<file path="src/rtl/contador_binario_behav_pkg.sv">
// Shared constants for the free-running binary counter.
// Width default and all-ones mask helper.
package contador_binario_behav_pkg;

  localparam int CNT_W_DEFAULT = 4;

  // All-ones value for a w-bit count (1..32), LSB-aligned.
  function automatic logic [31:0] cnt_max(
    input int unsigned w
  );
    logic [32:0] m;
    m = (33'd1 << w) - 33'd1;
    return m[31:0];
  endfunction

endpackage

</file>
<file path="src/rtl/contador_binario_behav_if.sv">
// Output bundle of the binary counter.
// The counter drives it; consumers only read it.
interface contador_binario_behav_if #(
  parameter int WIDTH = 4
);

  logic [WIDTH-1:0] q;
  logic             tc;
  logic             wrap;

  modport master (
    output q,
    output tc,
    output wrap
  );

  modport slave (
    input q,
    input tc,
    input wrap
  );

endinterface

</file>
<file path="src/rtl/contador_binario_tc.sv">
// Terminal-count decode and registered wrap pulse.
// Kept apart from the count register itself.
module contador_binario_tc
  import contador_binario_behav_pkg::*;
#(
  parameter int WIDTH = CNT_W_DEFAULT
) (
  input  logic             clk,
  input  logic             rst,
  input  logic [WIDTH-1:0] q,
  output logic             tc,
  output logic             wrap
);

  localparam logic [31:0] MAX32 = cnt_max(WIDTH);
  localparam logic [WIDTH-1:0] CNT_MAX =
    MAX32[WIDTH-1:0];

  assign tc = (q == CNT_MAX);

  // A reset edge at all-ones must not flag a wrap.
  always_ff @(posedge clk) begin
    if (!rst) begin
      wrap <= 1'b0;
    end else begin
      wrap <= tc;
    end
  end

endmodule

</file>
<file path="src/rtl/contador_binario_behav.sv">
// Free-running modulo-2^WIDTH up-counter.
// Synchronous active-low reset; counts every edge.
module contador_binario_behav
  import contador_binario_behav_pkg::*;
#(
  parameter int WIDTH = CNT_W_DEFAULT
) (
  input  logic clk,
  input  logic rst,
  contador_binario_behav_if.master bus
);

  logic [WIDTH-1:0] q;
  logic             tc;
  logic             wrap;

  always_ff @(posedge clk) begin
    if (!rst) begin
      q <= '0;
    end else begin
      q <= q + WIDTH'(1);
    end
  end

  contador_binario_tc #(
    .WIDTH (WIDTH)
  ) u_tc (
    .clk  (clk),
    .rst  (rst),
    .q    (q),
    .tc   (tc),
    .wrap (wrap)
  );

  assign bus.q    = q;
  assign bus.tc   = tc;
  assign bus.wrap = wrap;

endmodule

</file>
<file path="src/flat_wrapper.sv">
// flat-port wrapper written by rule: the top's interface ports become plain ports
module contador_binario_behav_flat import contador_binario_behav_pkg::*;
#(
  parameter int WIDTH = CNT_W_DEFAULT
)
  (clk, rst, bus_q, bus_tc, bus_wrap);
  contador_binario_behav_if #(.WIDTH(WIDTH)) bus_i ();
  input  logic clk;
  input  logic rst;
  output wire logic [$bits(bus_i.q)-1:0] bus_q;
  output wire logic [$bits(bus_i.tc)-1:0] bus_tc;
  output wire logic [$bits(bus_i.wrap)-1:0] bus_wrap;
  assign bus_q = bus_i.q;
  assign bus_tc = bus_i.tc;
  assign bus_wrap = bus_i.wrap;
  contador_binario_behav #(.WIDTH(WIDTH)) u_core (.clk(clk), .rst(rst), .bus(bus_i));
endmodule
</file>
<file path="config.mk">
export PLATFORM = sky130hd
export DESIGN_NAME = contador_binario_behav_flat
export DESIGN_NICKNAME = d
export VERILOG_FILES = /design/src/rtl/contador_binario_behav_pkg.sv /design/src/rtl/contador_binario_behav_if.sv /design/src/rtl/contador_binario_tc.sv /design/src/rtl/contador_binario_behav.sv /design/src/flat_wrapper.sv
export SDC_FILE = /design/constraint.sdc
export NUM_CORES = 1
export LEC_CHECK = 0
export ABC_AREA = 1
export CORE_AREA = 5 5 42 44
export CTS_CLUSTER_DIAMETER = 80
export DETAILED_ROUTE_END_ITERATION = 8
export DIE_AREA = 0 0 47 49
export GPL_ROUTABILITY_DRIVEN = 0
export PLACE_DENSITY = 0.31
export SLEW_MARGIN = 40
export SYNTH_ARGS = -nofsm -noshare
export SYNTH_HDL_FRONTEND = slang
export SYNTH_SLANG_ARGS = --single-unit
</file>
<file path="constraint.sdc">
create_clock -name clk -period 1.11 [get_ports clk]
set_input_delay 0.111 -clock clk [delete_from_list [all_inputs] [get_ports clk]]
set_output_delay 0.111 -clock clk [all_outputs]
set_load 0.01 [all_outputs]
</file>
==> results by group <==
Timing
  – Tmin final: 1.13 ns
  – Clk_skew: 0.00136 ns
  – Crit share post-route: 102%
  – Post-layout worst setup margin: -0.0233 ns
  – RSZ-0062 raised after global routing: true
  – Highest clock rate: between 0.8 and 0.9 GHz
  – Slew headroom: 91.3%
  – Slew Viols, Final: 0
  – Final Hold Vio Count: 0
  – Final setup vio count: 1
  – Actual slew at the worst max-slew pin: between 0.1 and 0.15 ns

Power
  – Net Switching: approximately 110 µW
  – Sw Ratio: 23.3%
  – Clock power frac: between 40% and 50%
  – Sequential Power Share: a little over two fifths
  – Total power per unit cell area: between 1000 and 1500 mW/mm²
  – Tot Pwr: roughly 460 µW
  – Leak pwr: 0.186 nW
  – Combinational share of power: 11.4%
  – Internal: 356 µW
  – Maximum vdd drop: 0.432 mV

Placed design
  – Port bufs: 7
  – Post-DP HPWL: 344 µm
  – Dpl cells: 50

Floorplanning
  – Die footprint: roughly 0.0023 mm²
  – I/O Pins: 8
  – Starting density of the core: 12.9%
  – Placement Rows: 14
  – Core area: 0.00140 mm²
  – Die width: 47 µm
  – Die height: 49 µm

Job
  – Max Cap Viol: 0

GRT
  – Initial antenna violation count: 0
  – Largest net degree at the start of global routing: 5
  – First-pass GRT wire length: 703 µm
  – Global Route Usage Sum: 4.72%
  – Grt ovf: 0
  – Vias in the first global route: 188

Status
  – Violated checks: negative setup slack
  – Status: complete, but fails checks

Logic synthesis
  – Yosys reg bits: 5
  – Ys Warns: 0
  – Sequential-to-total area share from yosys stat: 55.6%
  – Synth unique cells: 7
  – Synth Area per Inst: 8.19 µm²
  – Gate Count Post-Synth: 22
  – Syn nets: 25
  – Synth Cell Area: 180 µm²

Drt
  – Total number of vias: 185
  – 1st-iter DRT viols: 4
  – Final WL: 423 µm
  – Routed wire per std cell: 7.83 µm
  – Post-DRT Antenna Nets: 0
  – Vias per inst: 3.43
  – First-pass DRT Iterations: 2
  – # DRC: 0

Worst setup path
  – CP max-delay cell: dfxtp_2
  – CP Cell Sequence: ha_2 > nand2_1 > nor2_1 > buf_2
  – Setup CP Type: reg -> out
  – Startpoint Class: flip-flop
  – Worst-path fanout max: 2
  – CP required: 1.00 ns
  – Cell family with most CP delay: flip-flops
  – CP Buf/Inv Count: 1
  – Critical Path Sink Type: primary output
  – WP data arrival: 1.02 ns
  – Largest stage delay, worst path: ~0.32 ns
  – Reg2reg setup slack: 0.22 ns
  – Crit path to: bus_tc
  – Worst path depth: 4
  – Crit path from: u_core.bus.q[0]
  – Beginning of the worst register-to-register path: u_core.bus.q[0]
  – Reg-to-reg endpoint: u_core.bus.q[2]
  – Reg2Reg Depth: 5

Clock network
  – Worst skew pair latency: approximately 0.24 ns
  – TritonCTS Buffers: 3
  – Root buffer cell: clkbuf_4
  – Max clock buf depth: 2
  – CTS tree: built
  – Clk sinks: 5
  – Postcts setup bufs: 0
  – Clock-pin slew on the worst setup and hold paths: roughly 0.040 ns
  – CTS Hold Bufs: 0
  – Htree depth: 1

Finish
  – Filler cell count: 161
  – # diodes: 0
  – Core Util, Final: 23.7%
  – Layout cells sized above 1: 34.2%
  – Nets: 42
  – Non-Filler Instances: 54
  – Synth-to-Final Area Change: 84.0%

Hold path
  – Hold Crit Class: in -> reg
## area by class of cell
class	count	area, µm²	area share, %
Sequential cell	5	103	30.9
Timing Repair Buffer	12	100	30.2
Clock buffer	4	26.3	7.92
Multi-Input combinational cell	14	71.3	21.5
Tap cell	16	20.0	6.04
Inverter	3	11.3	3.40
## worst min path at each step
stage                    start  slack, ns              end  cells after the start
4_1_cts                    rst       0.49  u_core.bus.q[1]                      3
2_1_floorplan              rst       0.20  u_core.bus.q[1]                      2
3_5_place_dp   u_core.bus.q[0]       0.53  u_core.bus.q[0]                      2
3_3_place_gp   u_core.bus.q[0]       0.52  u_core.bus.q[0]                      2
5_1_grt                    rst       0.51  u_core.bus.q[1]                      3
6_report                   rst       0.48  u_core.bus.q[1]                      3
## registers in the layout, summed over array words and instances, names as in the netlist
| signal | flops |
|---|---|
| u_core.bus.q | 4 |
| u_core.u_tc.wrap | 1 |
## power by group through the flow
| stage | Clock [mW] | Combinational [mW] | Sequential [mW] |
|---|---|---|---|
| finish | 0.215 | 0.0529 | 0.196 |
| floorplan | 0 | 0.0126 | 0.205 |
| CTS | 0.225 | 0.0539 | 0.194 |
| global placement | 0 | 0.0603 | 0.197 |
| global route | 0.234 | 0.0583 | 0.197 |
| detailed placement | 0 | 0.0596 | 0.198 |
## Yosys cell counts
library cell | n | area (µm²)
ha_1 | 1 | 12.5
nand2_1 | 5 | 18.8
nor3_1 | 1 | 5.00
nand3_2 | 1 | 10.0
inv_1 | 3 | 11.3
dfxtp_1 | 5 | 100
nor2_1 | 6 | 22.5
## kinds of logic after synthesis
| family | after synthesis | share of synthesized area, % |
|---|---|---|
| AND/OR/NAND/NOR | 13 | 31.2 |
| flip-flops | 5 | 55.6 |
| buffers and inverters | 3 | 6.25 |
| adder cells (fa/ha/maj) | 1 | 6.94 |
## tightest hold or removal path, stage by stage
cell	delay, ns
clkdlybuf4s50_1	0.46
nand2_1	0.08
inv_1	0.03
## metal layers
metal | global-route usage, % | up-vias | part of all wire, %
met5 | 0 | - | 0
met2 | 4.52 | 9 | 34
met4 | 6.91 | 0 | 4.0
met3 | 2.21 | 2 | 11
met1 | 5.74 | 76 | 51
li1 | - | 98 | -
## cells in the final DEF (no fill, tap or decap)
master and n:
buf_2 1, buf_4 5, clkbuf_1 1, clkbuf_4 3, clkdlybuf4s50_1 1, dfxtp_1 3
dfxtp_2 2, dlygate4sd2_1 4, dlymetal6s2s_1 1, ha_2 1, inv_1 3, nand2_1 5
nand3_2 1, nor2_1 6, nor3_1 1
## through the flow
| stage | setup WS [ns] | area, µm² | setup TNS [ns] | hold WS, ns |
|---|---|---|---|---|
| floorplan | 0.159 | 180 | 0 | 0.204 |
| global placement | -0.201 | 308 | -0.201 | 0.518 |
| detailed placement | -0.205 | 308 | -0.205 | 0.533 |
| CTS | -0.162 | 330 | -0.274 | 0.493 |
| global route | -0.0980 | 332 | -0.0980 | 0.508 |
| finish | -0.0233 | 332 | -0.0233 | 0.479 |
## timing repair
item                       in CTS  in global routing
cloned                          0                  0
resized for setup               7                  5
setup endpoints to repair       6                  3
Note: power is estimated with default switching activity, not from simulation.
